$ cat src/rtl/timer_pkg.sv
// Shared types and BCD limits for the mm:ss countdown timer.
package timer_pkg;

  typedef enum logic [1:0] {
    ST_IDLE,
    ST_RUN,
    ST_PAUSE,
    ST_EXPIRED
  } timer_state_t;

  localparam logic [3:0] SEC_TENS_MAX = 4'd5;
  localparam logic [3:0] DIGIT_MAX    = 4'd9;
  localparam logic [7:0] MIN_MAX      = 8'h99;

  // dec is exclusive with the increments; both increments may be set together.
  typedef struct packed {
    logic dec;
    logic inc_min;
    logic inc_sec;
  } step_mode_t;

endpackage

$ cat src/rtl/bcd_mmss_step.sv
// Combinational one-step BCD mm:ss update: decrement with borrow, or
// independent wrap-around increments of the minute and second fields.
module bcd_mmss_step
  import timer_pkg::*;
(
  input  logic [15:0] val,
  input  step_mode_t  mode,
  output logic [15:0] next,
  output logic        is_one
);

  logic [3:0] m1, m0, s1, s0;

  assign {m1, m0, s1, s0} = val;
  assign is_one = (val == 16'h0001);

  always_comb begin
    next = val;
    if (mode.dec) begin
      if (s0 != 4'd0) next[3:0] = s0 - 4'd1;
      else begin
        next[3:0] = DIGIT_MAX;
        if (s1 != 4'd0) next[7:4] = s1 - 4'd1;
        else begin
          // seconds underflow borrows a minute
          next[7:4] = SEC_TENS_MAX;
          if (m0 != 4'd0) next[11:8] = m0 - 4'd1;
          else begin
            next[11:8]  = DIGIT_MAX;
            next[15:12] = (m1 != 4'd0) ? m1 - 4'd1 : DIGIT_MAX;
          end
        end
      end
    end else begin
      if (mode.inc_sec) begin
        if (s0 == DIGIT_MAX) begin
          next[3:0] = 4'd0;
          next[7:4] = (s1 == SEC_TENS_MAX) ? 4'd0 : s1 + 4'd1;
        end else begin
          next[3:0] = s0 + 4'd1;
        end
      end
      if (mode.inc_min) begin
        if (val[15:8] == MIN_MAX) next[15:8] = 8'h00;
        else if (m0 == DIGIT_MAX) begin
          next[11:8]  = 4'd0;
          next[15:12] = m1 + 4'd1;
        end else begin
          next[11:8] = m0 + 4'd1;
        end
      end
    end
  end

endmodule

$ cat src/rtl/mmss_countdown.sv
// BCD mm:ss countdown timer with run/pause/expire control and 1 Hz prescaler.
// Define TIMER_RELOAD_EN for periodic interval mode (reload preset on expiry).
module mmss_countdown
  import timer_pkg::*;
#(
  parameter int CLK_HZ = 50_000_000
) (
  input  logic        clk,
  input  logic        rst,
  input  logic        start_stop,
  input  logic        clear,
  input  logic        inc_min,
  input  logic        inc_sec,
  output logic [15:0] sec,
  output logic        running,
  output logic        done,
  output logic        alarm
);

  localparam int PW = (CLK_HZ > 1) ? $clog2(CLK_HZ) : 1;
  localparam logic [PW-1:0] PRESC_MAX = PW'(CLK_HZ - 1);

  timer_state_t  state, state_n;
  logic [15:0]   sec_n, preset, preset_n, step_val;
  logic [PW-1:0] presc, presc_n;
  logic          done_n, tick, is_one;
  step_mode_t    mode;

  assign tick = (state == ST_RUN) && (presc == PRESC_MAX);
  assign mode = '{dec: tick,
                  inc_min: (state == ST_IDLE) && inc_min,
                  inc_sec: (state == ST_IDLE) && inc_sec};

  bcd_mmss_step u_step (
    .val    (sec),
    .mode   (mode),
    .next   (step_val),
    .is_one (is_one)
  );

  always_comb begin
    state_n  = state;
    sec_n    = sec;
    presc_n  = presc;
    preset_n = preset;
    done_n   = 1'b0;
    unique case (state)
      ST_IDLE: begin
        if (clear) sec_n = 16'h0000;
        else if (start_stop) begin
          if (sec != 16'h0000) begin
            state_n  = ST_RUN;
            preset_n = sec;
            presc_n  = '0;
          end
        end else if (inc_min || inc_sec) begin
          sec_n = step_val;
        end
      end
      ST_RUN: begin
        if (clear) begin
          state_n = ST_IDLE;
          sec_n   = 16'h0000;
          presc_n = '0;
        end else begin
          presc_n = tick ? '0 : presc + 1'b1;
          if (tick) begin
            if (is_one) begin
              done_n = 1'b1;
`ifdef TIMER_RELOAD_EN
              sec_n  = preset;
`else
              sec_n   = 16'h0000;
              state_n = ST_EXPIRED;
`endif
            end else begin
              sec_n = step_val;
            end
          end
          // an expiring tick in the same cycle swallows the pause request
          if (start_stop && state_n != ST_EXPIRED) state_n = ST_PAUSE;
        end
      end
      ST_PAUSE: begin
        if (clear) begin
          state_n = ST_IDLE;
          sec_n   = 16'h0000;
          presc_n = '0;
        end else if (start_stop) begin
          state_n = ST_RUN;
        end
      end
      ST_EXPIRED: begin
        sec_n = 16'h0000;
        if (clear || start_stop) state_n = ST_IDLE;
      end
      default: state_n = ST_IDLE;
    endcase
  end

  always_ff @(posedge clk) begin
    if (rst) begin
      state   <= ST_IDLE;
      sec     <= 16'h0000;
      presc   <= '0;
      preset  <= 16'h0000;
      done    <= 1'b0;
      running <= 1'b0;
      alarm   <= 1'b0;
    end else begin
      state   <= state_n;
      sec     <= sec_n;
      presc   <= presc_n;
      preset  <= preset_n;
      done    <= done_n;
      running <= (state_n == ST_RUN);
      alarm   <= (state_n == ST_EXPIRED);
    end
  end

endmodule

$ cat config.mk
export PLATFORM = sky130hd
export DESIGN_NAME = mmss_countdown
export DESIGN_NICKNAME = d
export VERILOG_FILES = /design/src/rtl/timer_pkg.sv /design/src/rtl/bcd_mmss_step.sv /design/src/rtl/mmss_countdown.sv
export SDC_FILE = /design/constraint.sdc
export NUM_CORES = 1
export LEC_CHECK = 0
export CORE_MARGIN = 8
export CORE_UTILIZATION = 59
export CTS_CLUSTER_SIZE = 20
export DETAILED_ROUTE_END_ITERATION = 12
export PLACE_DENSITY = 0.86
export REMOVE_ABC_BUFFERS = 1
export SLEW_MARGIN = 15
export SYNTH_ARGS = -nofsm -noshare
export SYNTH_HDL_FRONTEND = slang
export SYNTH_SLANG_ARGS = --single-unit
$ cat constraint.sdc
create_clock -name clk -period 2.7 [get_ports clk]
set_input_delay 0.27 -clock clk [delete_from_list [all_inputs] [get_ports clk]]
set_output_delay 0.27 -clock clk [all_outputs]
set_load 0.02 [all_outputs]
==> Word level (Yosys, flattened, before mapping) <==
Cells that the tools add are included.
{ "classes": {"reduce_logical": 16, "add_sub_neg": 9, "muxes": 45, "n_eq_ne": 19, "bitwise": 2} }
{ "ops": {"columns": ["op", "n"], "rows": [
  ["$mux 26", 6],
  ["$mux 16", 8],
  ["$pmux 26 s3", 1],
  ["$pmux 16 s4", 1],
  ["$mux 4", 10],
  ["$mux 8", 4],
  ["$add 26x1->26 const B", 1],
  ["$eq 26x26->1 const B", 1],
  ["$mux 2", 12],
  ["$add 4x1->4 const B", 4],
  ["$eq 16x1->1 const B", 1],
  ["$reduce_bool 16->1", 1],
  ["$reduce_bool 4->1", 4],
  ["$sub 4x1->4 const B", 4],
  ["$mux 12", 1],
  ["$eq 4x4->1 const B", 2],
  ["$eq 8x8->1 const B", 1],
  ["$ne 2x2->1 const B", 4],
  ["$pmux 2 s4", 1],
  ["$eq 2x2->1 const B", 3],
  ["$ne 3x3->1 const B", 2],
  ["$reduce_and 5->1", 1],
  ["$eq 2x1->1 const B", 2],
  ["$eq 4x3->1 const B", 1],
  ["other kinds (10)", 15]
]} }
{ "word_totals": {"word_cells": 97, "register_bits": 47, "out_inout_bits": 19} }

==> Logic depth before layout (Yosys ltp) <==
{ "depth": {"depth_word": 11, "mapped_depth": 9} }

==> By module <==
A second synthesis with hierarchy kept.
{ "hier_totals": {"hier_cells": 378, "hier_area_um2": 3084.2} }
{ "modules_own_cells": {"columns": ["module", "cells_per_inst", "area_per_inst_um2", "instances"], "rows": [
  ["mmss_countdown", 236, 2117.0, 1],
  ["bcd_mmss_step", 142, 967.2, 1]
]} }

==> Worst setup path before layout <==
No wires, ideal clock.
{ "synth_timing": {"path_type": "reg2reg", "startpoint": "reg sec[4]", "endpoint": "reg presc[16]", "path_stages_with_launch": 10, "period_less_slack_ps": 2278, "setup_ps": 117, "required_ps": 2583, "arrival_ps": 2161, "path_slack_ps": 422, "cell_sequence": "dfxtp_1 inv_1 ha_1 or3b_1 nor3_4 a32oi_2 clkbuf_1 nand4_1 o21ai_1 a22o_1"} }
{ "synth_via": {"elab_chain_len": 3} }
{ "synth_lines": {"columns": ["item", "line_no", "text"], "rows": [
  ["start: declaration", "mmss_countdown.sv:14", "output logic [15:0] sec,"],
  ["start signal: assignment", "mmss_countdown.sv:112", "sec <= sec_n;"],
  ["$reduce_bool 16->1", "mmss_countdown.sv:51", "if (sec != 16'h0000) begin"],
  ["$ne 2x1->1 (no source line)", null, null],
  ["$reduce_and 5->1 (no source line)", null, null],
  ["end signal: assignment", "mmss_countdown.sv:113", "presc <= presc_n;"],
  ["end: declaration", "mmss_countdown.sv:25", "logic [PW-1:0] presc, presc_n;"]
]} }
No other way between the ends.
A chain may end at the register's enable or synchronous reset.

==> Worst setup path in the final report <==
{ "layout_timing": {"startpoint": "reg state[0]", "endpoint": "reg sec[7]"} }
{ "layout_via": {"elab_chain_len": 8, "elab_cells_between_ends": 20} }
{ "layout_lines": {"columns": ["item", "line_no", "text"], "rows": [
  ["start: declaration", "mmss_countdown.sv:23", "timer_state_t state, state_n;"],
  ["start signal: assignment", "mmss_countdown.sv:111", "state <= state_n;"],
  ["$logic_not 2->1", null, null],
  ["$logic_and 1x1->1", "mmss_countdown.sv:32", "inc_sec: (state == ST_IDLE) && inc_sec};"],
  ["$mux 8", "bcd_mmss_step.sv:35", "if (mode.inc_sec) begin"],
  ["$mux 16", "bcd_mmss_step.sv:19", "if (mode.dec) begin"],
  ["$mux 16, on equally long branches", "mmss_countdown.sv:68, mmss_countdown.sv:56", null],
  ["$mux 16, on equally long branches", "mmss_countdown.sv:67, mmss_countdown.sv:50", null],
  ["$mux 16, on equally long branches", "mmss_countdown.sv:61, mmss_countdown.sv:49", null],
  ["$pmux 16 s4", "mmss_countdown.sv:47", "unique case (state)"]
]} }
Several ways; a longest one is shown, not always the timed one. The select of a mux whose other input is x is not followed.

==> metrics.md <==
| Metric | Value |
|---|---|
| Crit Path Class | reg -> reg |
| Share of layout cells above drive strength 1 | 0.0847 |
| Synthesized area | about 3100 µm² |
| Clk sink count | 47 |
| Relative slew slack | 0.553 |
| Period utilization | 0.922 |
| Clock latency on the worst-skew pair | approximately 0.3 ns |
| Reg clk slew, reported paths | about 0.09 ns |
| Core area | roughly 5100 µm² |
| IO Port Bufs | 24 |
| Fin util | 0.698 |
| Vias | around 3100 |
| Post-place instance area | 3460 µm² |
| Slew Limit Fails | 0 |
| Worst-path fanout max | 15 |
| Num rows | 26 |
| PnR worst setup slack | approximately 0.21 ns |
| CP endpoint kind | register |
| Number of enable flip-flop cells after synthesis | 0 |
| Synth Instances | 388 |
| Worst Path Required | 2.90 ns |
| HPWL after DPL | approximately 5900 µm |
| Layout Nets | around 430 |
| Synth top area share | 0.301 |
| Synth top area cells | dfxtp_1 30%, xor2_1 5.9%, ha_1 5.2%, nor2_1 4.9%, nand4_1 3.6% |
| Reg area | 941 µm² |
| Dpl ws | 0.254 ns |
| Max Freq | about 400 MHz |
| Cell area power density | roughly 400 nW/µm² |
| Routability cong. | around 0.96 |
| Post-route DRC | 0 |
| Seq/Total Area, Yosys | 0.301 |
| Setup repair after global routing missed its margin | no |
| Starting density of the core | 0.613 |
| Post_cts resized | 0 |
| Synth warn | 0 |
| Bufs on Longest Clock Path | 2 |
| Layout overhead on the synthesized area | 13.9% |
| Antenna-violating nets left | 0 |
| Die footprint | slightly below 8000 µm² |
| CTS tree | done |
| Final setup vio count | 0 |
| Maximum VDD drop | between 0.0003 and 0.0004 V |
| Clk_skew | between 0.005 and 0.006 ns |
| Total track usage | 0.211 |
| Top-count cell post-synth | dfxtp_1 |
| Async set-or-reset flop fraction in the synthesized netlist | 0 |
| Fin crit period | roughly 2.5 ns |
| Synth unique cells | 69 |
| Max cap viols | 0 |
| Mean Syn Cell Area | approximately 8.1 µm² |
| Die Wd | ~90 µm |
| Worst setup SP type | register |
| Ys flop type | dfxtp_1 |
| I/O pin total | 25 |
| Worst EP arrival | ~2.7 ns |
| Clock root buffer | clkbuf_8 |
| Run status | finished, final reports clean |
| Post-route cell area | around 3600 µm² |
| Number of DRC markers in iteration 0 | 300 |
| Fillcell total | ~400 |
| Post-CTS Setup Bufs | 0 |
| Drt first pass iters | 5 |
| Seq cells post-synth | between 40 and 50 |
| Worst-Margin Slew | roughly 0.67 ns |
| Number of CTS-inserted buffers | 5 |
| Leak Pwr | 1.34 nW |
| Diode count | 0 |
| Routed vias/inst | 6.36 |
| Synth top cells by count | 47 x dfxtp_1, 41 x nor2_1, 29 x nand2_1 |
| Routed WL per cell | approximately 17 µm |
| CTS H-tree lvls | 2 |
| Total wire length | roughly 8000 µm |
| Setup TNS | 0 ns |
| Number of global-route vias before repair | 2856 |
| Chip height | around 90 µm |
| Worst Hold Class | reg -> reg |
| Largest net degree at the start of global routing | 28 |
| Multi-input gate area | slightly above 2000 µm² |
| Global-route wire length before repair | 13300 µm |
| Final Hold Viols | 0 |
| Synth area leader | dfxtp_1 |
| Hold-fix buffers, CTS | 0 |
| Initial antenna violation count | 0 |
| Gr ovfl total | 0 |
-- area by class of cell --
type	count	share of cell area
sequential	47	0.264
clock inverter	2	0.0105
tap	70	0.0246
timing repair buffer	36	0.0926
multi-input combinational	305	0.570
clock buffer	5	0.0193
inverter	18	0.0189
-- layout by cell type (no fill, tap or decap), types with 5 or more instances in the layout --
master           Yosys  routed
a21o_1               5       5
a21oi_1             20      20
a22o_1               6       6
a31oi_1              6       6
and2_1               5       5
and3_1               9       9
and4_1               5       5
buf_4                1      12
clkbuf_8             0       5
clkdlybuf4s50_1      0      24
dfxtp_1             47      47
ha_1                13      13
inv_1               17      17
nand2_1             29      29
nand3_1             21      21
nand4_1             18      18
nor2_1              41      41
nor3_1               8       8
o21ai_0             12      12
xor2_1              21      21
-- registers in the layout, summed over array words and instances, names as in the netlist --
name and count:
state 2, presc 26, alarm 1, done 1, running 1, sec 16
-- cells by family (layout without fill, tap and decap cells) --
group	Yosys count	after routing	synth area share
AOI/OAI and AO/OA	89	89	0.203
xor gates and xnor gates	23	23	0.0644
adders and majority gates	13	13	0.0520
buffers and inverters	36	61	0.0496
DFF	47	47	0.301
muxes	2	2	0.00640
and+or+nand+nor	178	178	0.325
-- critical path, stage by stage, from the launching register on --
cell and delay (ns):
dfxtp_1 0.52, and4b_1 0.30, nand2_1 0.06, or4_1 0.86, o31a_1 0.40, a32o_1 0.25
-- final timing paths --
kind                                from                endpoint  slack (ns)  cells past startpoint
hold / removal    presc[23]$_SDFFE_PP0P_  presc[23]$_SDFFE_PP0P_        0.55                      2
setup reg to reg     state[0]$_SDFF_PP0_     sec[7]$_SDFFE_PP0P_        0.21                      5
setup / recovery     state[0]$_SDFF_PP0_     sec[7]$_SDFFE_PP0P_        0.21                      5
hold reg to reg   presc[23]$_SDFFE_PP0P_  presc[23]$_SDFFE_PP0P_        0.55                      2
-- metrics by stage --
stage	power (mW)	hold WS, ns	std cells
global placement	0.934	0.491	476
floorplan	0.852	0.339	370
CTS	1.44	0.543	483
finish	1.44	0.545	483
detailed placement	0.936	0.517	476
global route	1.50	0.588	483
-- report_power, final --
part	switching (mW)	total, mW	internal, mW
clock network	0.237	0.508	0.271
registers	0.00971	0.710	0.700
logic	0.137	0.219	0.0816
total	0.384	1.44	1.05
-- layer usage --
| metal | track usage | vias to the layer above | share of wire |
|---|---|---|---|
| met5 | 0 | - | 0 |
| met4 | 0.0753 | 0 | 0.020 |
| met3 | 0.0390 | 19 | 0.071 |
| met2 | 0.332 | 134 | 0.46 |
| met1 | 0.278 | 1438 | 0.45 |
| li1 | - | 1481 | - |
(Power assumes the default switching activity.)
